==> config.mk <==
export PLATFORM = sky130hd
export DESIGN_NAME = frame_column_loader
export DESIGN_NICKNAME = d
export VERILOG_FILES = /design/src/rtl/fab_cfg_pkg.sv /design/src/rtl/frame_strobe_decoder.sv /design/src/rtl/frame_column_loader.sv
export SDC_FILE = /design/constraint.sdc
export NUM_CORES = 1
export LEC_CHECK = 0
export BUFFER_PORTS_ARGS = -buffer_cell sky130_fd_sc_hd__buf_2
export CORE_AREA = 2 2 233 235
export DETAILED_ROUTE_END_ITERATION = 7
export DIE_AREA = 0 0 235 237
export GPL_TIMING_DRIVEN = 0
export PLACE_DENSITY_LB_ADDON = 0.2
export SETUP_SLACK_MARGIN = 0.02
export SYNTH_ARGS = -nofsm -noshare
export SYNTH_HDL_FRONTEND = slang
export SYNTH_HIERARCHICAL = 1
export SYNTH_SLANG_ARGS = --single-unit
==> constraint.sdc <==
create_clock -name UserCLK -period 22.3 [get_ports UserCLK]
set_input_delay 3.345 -clock UserCLK [delete_from_list [all_inputs] [get_ports UserCLK]]
set_output_delay 3.345 -clock UserCLK [all_outputs]
set_load 0.02 [all_outputs]
==> src/rtl/fab_cfg_pkg.sv <==
// Shared types and constants for the fabric column configuration loader.
package fab_cfg_pkg;

  typedef enum logic [2:0] {IDLE, LOAD, CHECK, SETTLE, STROBE} state_t;

  localparam logic [15:0] SYNC = 16'hFAB0;

  localparam int ERR_SYNC  = 0;
  localparam int ERR_RANGE = 1;
  localparam int ERR_CHECK = 2;

endpackage

==> src/rtl/frame_strobe_decoder.sv <==
// One-hot decode of a frame index onto the column's strobe lines.
// Indices at or above MaxFramesPerCol match no line, so they decode to all-zero.
module frame_strobe_decoder #(
  parameter int MaxFramesPerCol = 20
) (
  input  logic [7:0]                 i_index,
  input  logic                       i_enable,
  output logic [MaxFramesPerCol-1:0] o_strobe
);

  generate
    for (genvar gi = 0; gi < MaxFramesPerCol; gi++) begin : g_line
      assign o_strobe[gi] = i_enable && (i_index == 8'(gi));
    end
  endgenerate

endmodule

==> src/rtl/frame_column_loader.sv <==
// Assembles one configuration frame per header and strobes it into a tile column.
// Define FRAME_CHECK_EN to require an XOR check word after the data words.
module frame_column_loader #(
  parameter int MaxFramesPerCol = 20,
  parameter int FrameBitsPerRow = 32,
  parameter int NumRows         = 16
) (
  input  logic                                 UserCLK,
  input  logic                                 reset,
  input  logic [FrameBitsPerRow-1:0]           s_data,
  input  logic                                 s_valid,
  output logic                                 s_ready,
  output logic [NumRows*FrameBitsPerRow-1:0]   FrameData,
  output logic [MaxFramesPerCol-1:0]           FrameStrobe,
  output logic                                 busy,
  output logic                                 frame_done,
  output logic [2:0]                           err,
  input  logic                                 err_clear
);

  import fab_cfg_pkg::*;

  localparam int RowW = (NumRows > 1) ? $clog2(NumRows) : 1;
  localparam logic [RowW-1:0] RowLast = RowW'(NumRows - 1);

  state_t                       r_state;
  logic [RowW-1:0]              r_row;
  logic [7:0]                   r_index;
  logic                         r_discard;
  logic [MaxFramesPerCol-1:0]   r_strobe;
  logic                         r_frame_done;
  logic [2:0]                   r_err;
  logic [FrameBitsPerRow-1:0]   r_rows [NumRows];

  logic                         w_hs;
  logic                         w_sync_ok;
  logic                         w_idx_oor;
  logic                         w_row_we;
  logic                         w_last_row;
  logic [2:0]                   w_set_err;
  logic [2:0]                   w_err_next;
  logic [MaxFramesPerCol-1:0]   w_strobe_dec;

`ifdef FRAME_CHECK_EN
  logic [FrameBitsPerRow-1:0]   r_xor;
  logic                         w_check_ok;
  assign w_check_ok = (s_data == r_xor);
`endif

  assign s_ready    = (r_state == IDLE) || (r_state == LOAD) || (r_state == CHECK);
  assign busy       = (r_state != IDLE);
  assign w_hs       = s_valid && s_ready;
  assign w_sync_ok  = (s_data[31:16] == SYNC);
  assign w_idx_oor  = (int'(s_data[7:0]) >= MaxFramesPerCol);
  assign w_last_row = (r_row == RowLast);
  assign w_row_we   = (r_state == LOAD) && w_hs && !r_discard;

  always_comb begin
    w_set_err = '0;
    if ((r_state == IDLE) && w_hs) begin
      w_set_err[ERR_SYNC]  = !w_sync_ok;
      w_set_err[ERR_RANGE] = w_sync_ok && w_idx_oor;
    end
`ifdef FRAME_CHECK_EN
    if ((r_state == CHECK) && w_hs)
      w_set_err[ERR_CHECK] = !w_check_ok;
`endif
  end

  // A new error event outranks a simultaneous clear.
  assign w_err_next = (err_clear ? 3'b000 : r_err) | w_set_err;

  frame_strobe_decoder #(
    .MaxFramesPerCol(MaxFramesPerCol)
  ) u_decoder (
    .i_index (r_index),
    .i_enable((r_state == SETTLE) && !r_discard),
    .o_strobe(w_strobe_dec)
  );

  always_ff @(posedge UserCLK or posedge reset) begin
    if (reset) begin
      r_state      <= IDLE;
      r_row        <= '0;
      r_index      <= '0;
      r_discard    <= 1'b0;
      r_strobe     <= '0;
      r_frame_done <= 1'b0;
      r_err        <= '0;
`ifdef FRAME_CHECK_EN
      r_xor        <= '0;
`endif
    end else begin
      r_strobe     <= '0;
      r_frame_done <= 1'b0;
      r_err        <= w_err_next;
      case (r_state)
        IDLE: begin
          if (w_hs && w_sync_ok) begin
            r_index   <= s_data[7:0];
            r_discard <= w_idx_oor;
            r_row     <= '0;
            r_state   <= LOAD;
`ifdef FRAME_CHECK_EN
            r_xor     <= s_data;
`endif
          end
        end
        LOAD: begin
          if (w_hs) begin
            r_row <= w_last_row ? '0 : r_row + 1'b1;
`ifdef FRAME_CHECK_EN
            r_xor <= r_xor ^ s_data;
            if (w_last_row) r_state <= CHECK;
`else
            if (w_last_row) r_state <= SETTLE;
`endif
          end
        end
`ifdef FRAME_CHECK_EN
        CHECK: begin
          if (w_hs) begin
            if (!w_check_ok) r_discard <= 1'b1;
            r_state <= SETTLE;
          end
        end
`endif
        SETTLE: begin
          // The strobe register loads here so it rises on entry to STROBE.
          r_strobe <= w_strobe_dec;
          if (r_discard) begin
            r_state      <= IDLE;
            r_frame_done <= 1'b1;
          end else begin
            r_state <= STROBE;
          end
        end
        STROBE: begin
          r_state      <= IDLE;
          r_frame_done <= 1'b1;
        end
        default: r_state <= IDLE;
      endcase
    end
  end

  always_ff @(posedge UserCLK or posedge reset) begin
    if (reset) begin
      for (int i = 0; i < NumRows; i++) r_rows[i] <= '0;
    end else if (w_row_we) begin
      r_rows[r_row] <= s_data;
    end
  end

  generate
    for (genvar gi = 0; gi < NumRows; gi++) begin : g_row_out
      assign FrameData[gi*FrameBitsPerRow +: FrameBitsPerRow] = r_rows[gi];
    end
  endgenerate

  assign FrameStrobe = r_strobe;
  assign frame_done  = r_frame_done;
  assign err         = r_err;

endmodule

==> results.sh <==
export IMPL_utilization_pct=50.5
export IMPL_tightest_slew_ps=725
export IMPL_hold_viol_final=0
export IMPL_yosys_register_bits=551
export IMPL_cts_resized=0
export IMPL_drive_gt1_share_pct=62.5
export IMPL_startpoint="s_data[16]"
export IMPL_yosysSeqAreaShare_pct=65.5
export IMPL_grt_overflow=0
export IMPL_htreeDepth=2
export IMPL_holdCritStartpoint="FrameData[441]"
export IMPL_synth_fp_nets=1334
export IMPL_grt_pass1_wl_mm=91.8
export IMPL_firstDrtPassIters=5
export IMPL_final_nets=1970
export IMPL_cts_hold_buffers=0
export IMPL_final_cell_mix="579 x buf_2, 551 x dfrtp_1, 493 x mux2_2"
export IMPL_areaGrowthSynthToFinish_pct=27.9
export IMPL_clock_sinks=551
export IMPL_crit_buf_inv=2
export IMPL_skew_ps=16.6
export IMPL_use_met1_pct=27.7
export IMPL_yosys_most_used_dff="dfrtp_1"
export IMPL_place_congestion=0.804
export IMPL_setup_viol=0
export IMPL_ys_types=39
export IMPL_cp_cell_sequence="buf_2, nor4b_1, nand4_1, nand2b_1, buf_2, mux2_2"
export IMPL_synthArstFlopShare_pct=100
export IMPL_r2r_setup_slack_ps=19880
export IMPL_syn_inst=1294
export IMPL_antenna_found_initial=2
export IMPL_fin_crit_ps=5090
export IMPL_drcViolationCount=0
export IMPL_finalMaxSlewViolations=0
export IMPL_io_pins=574
export IMPL_post_synth_cell_area_avg_um2=16.3
export IMPL_die_area_um2=55700
export IMPL_cts_root_buf="clkbuf_16"
export IMPL_powerDensity_nw_per_um2=76.2
export IMPL_drv_cap=0
export IMPL_period_share_pct=22.8
export IMPL_switching_share_pct=22.0
export IMPL_cp_common_cell="buf_2"
export IMPL_post_cts_setup_buffer_count=0
export IMPL_min_to="FrameData[441]"
export IMPL_vias=13200
export IMPL_total_power_w=0.00205
export IMPL_synth_edf_count=0
export IMPL_status="complete, no violations"
export IMPL_clk_latency_ps=620
export IMPL_multiInputGateArea_um2=6630
export IMPL_rr_worst_depth=7
export IMPL_rsz0062_at_grt="false"
export IMPL_synth_area_um2=21100
export IMPL_yosys_warnings=6
export IMPL_timing_final_ws_setup_ps=17210
export IMPL_peakVddDrop_mv=0.0609
export IMPL_rows=85
export IMPL_grt_max_degree=126
export IMPL_dp_slack_ps=16600
export IMPL_core_area_um2=53300
export IMPL_grt_pass1_vias=13800
export IMPL_routed_wl_mm=61.7
export IMPL_r2r_end="FrameData[266]"
export IMPL_cp_slowest_cell="nor4b_1"
export IMPL_use_met3_pct=5.79
export IMPL_seq_area_um2=13800
export IMPL_hold_depth=1
export IMPL_dpl_cell_area_um2=24900
export IMPL_crit_required_ps=22790
export IMPL_critical_path_class="input port to flip-flop"
export IMPL_fp_dieH_um=237
export IMPL_pwr_share_clk_pct=48.8
export IMPL_die_w_um=235
export IMPL_cts_buffers=58
export IMPL_clock_fmax_mhz=196
export IMPL_grt_busiest_layer="met2"
export IMPL_final_antenna_net_count=0
export IMPL_relSlewSlack_pct=51.0
export IMPL_place_hpwl_mm=44.9
export IMPL_cts_tree="done"
export IMPL_p_sw_w=0.000451
export IMPL_routedWlPerCell_um=23.1
export IMPL_hold_path_class="flip-flop to flip-flop"
export IMPL_leakagePower_nw=15.6
export IMPL_critPathTopFamily="simple AND/OR/NAND/NOR gates"
export IMPL_cp_arrival_ps=5580
export IMPL_critPathMaxStageDelay_ps=680
export IMPL_combPwrFrac_pct=2.4
export IMPL_cts_clk_slew_worst_paths_ps=60
export IMPL_track_usage_pct=21.8
export IMPL_drt_initial_drc_count=509
export IMPL_cts_path_max_buffers=3
export IMPL_fin_area_um2=26900
export IMPL_met2_usage_pct=36.5
export IMPL_routed_via_density=4.93
export IMPL_pwr_share_seq_pct=48.8
export IMPL_worstPathMaxFanout=10
export IMPL_p_int_w=0.00160
export IMPL_n_fill_cell=4687
export IMPL_final_common_cell="buf_2"
export IMPL_reg2reg_from="r_state[2]"
export IMPL_io_buffers=572
export IMPL_cp_end_kind="flip-flop"
export IMPL_initial_core_util_pct=39.5
export IMPL_hold_worst_slack_ps=478
export IMPL_worst_setup_path_start_kind="input port"
==> registers in the layout, summed over array words and instances, names as in the netlist <==
name	flops
r_state	3
r_index	8
FrameData	512
err	2
r_discard	1
FrameStrobe	20
r_row	4
frame_done	1
==> power by group through the flow <==
stage | registers, W | logic [W] | clock network, W
final | 0.00100 | 0.0000486 | 0.00100
after global routing | 0.00100 | 0.0000553 | 0.00107
after CTS | 0.00100 | 0.0000505 | 0.00102
after detailed placement | 0.00102 | 0.0000505 | 0
after global placement | 0.00102 | 0.0000467 | 0
after floorplan | 0.00102 | 0.0000236 | 0
==> cell families (layout without fill, tap and decap cells) <==
logic type      Yosys count  in the layout  share of synthesized area (%)
simple gates            104            104                           2.95
compound gates           12             12                          0.410
buf+inv                 101            786                           3.02
fa+ha+maj                 4              4                          0.238
other cells               1              3                         0.0178
flops                   551            551                           65.5
mux                     521            521                           27.9
==> layout make-up <==
type / count / share of cell area, %
Sequential cell: 551 / 51.2
Multi-Input combinational cell: 642 / 24.6
Timing Repair Buffer: 576 / 11.0
Clock buffer: 82 / 6.33
Tap cell: 696 / 3.24
Buffer: 95 / 2.28
Clock inverter: 27 / 1.14
Inverter: 6 / 0.112
Antenna cell: 2 / 0.0186
==> worst max path at each step <==
stage / end / cells after the start
floorplan: FrameData[0] / 1
global route: r_index[3] / 6
detailed placement: r_index[3] / 6
finish: r_index[1] / 6
CTS: r_index[3] / 6
global placement: FrameData[229] / 2
==> synth_stat cells (4+ instances only) <==
cell,instances,share of area [%]
ha_1,4,0.24
and2_1,20,0.59
mux2_2,493,26
nand2b_1,4,0.12
nor2_1,9,0.16
nor3b_2,4,0.24
nor2b_1,4,0.12
nor4_1,4,0.12
buf_2,7,0.17
dfrtp_1,551,65
mux2_1,27,1.4
buf_6,14,0.75
clkbuf_1,36,0.64
and3_1,7,0.21
nand2_1,16,0.29
buf_4,38,1.4
nor3_1,18,0.43
inv_1,6,0.11
==> metrics by stage <==
stage | setup TNS [ps] | instances
finish | 0 | 2677
global route | 0 | 2677
CTS | 0 | 2675
detailed placement | 0 | 2566
global placement | -1111860 | 2562
floorplan | 0 | 1294
==> layer usage <==
layer,part of all wire [%],vias to the layer above
li1,-,5822
met3,5.8,93
met4,2.8,0
met1,42,6907
met2,49,369
met5,0,-
Note: power is estimated with default switching activity, not from simulation.
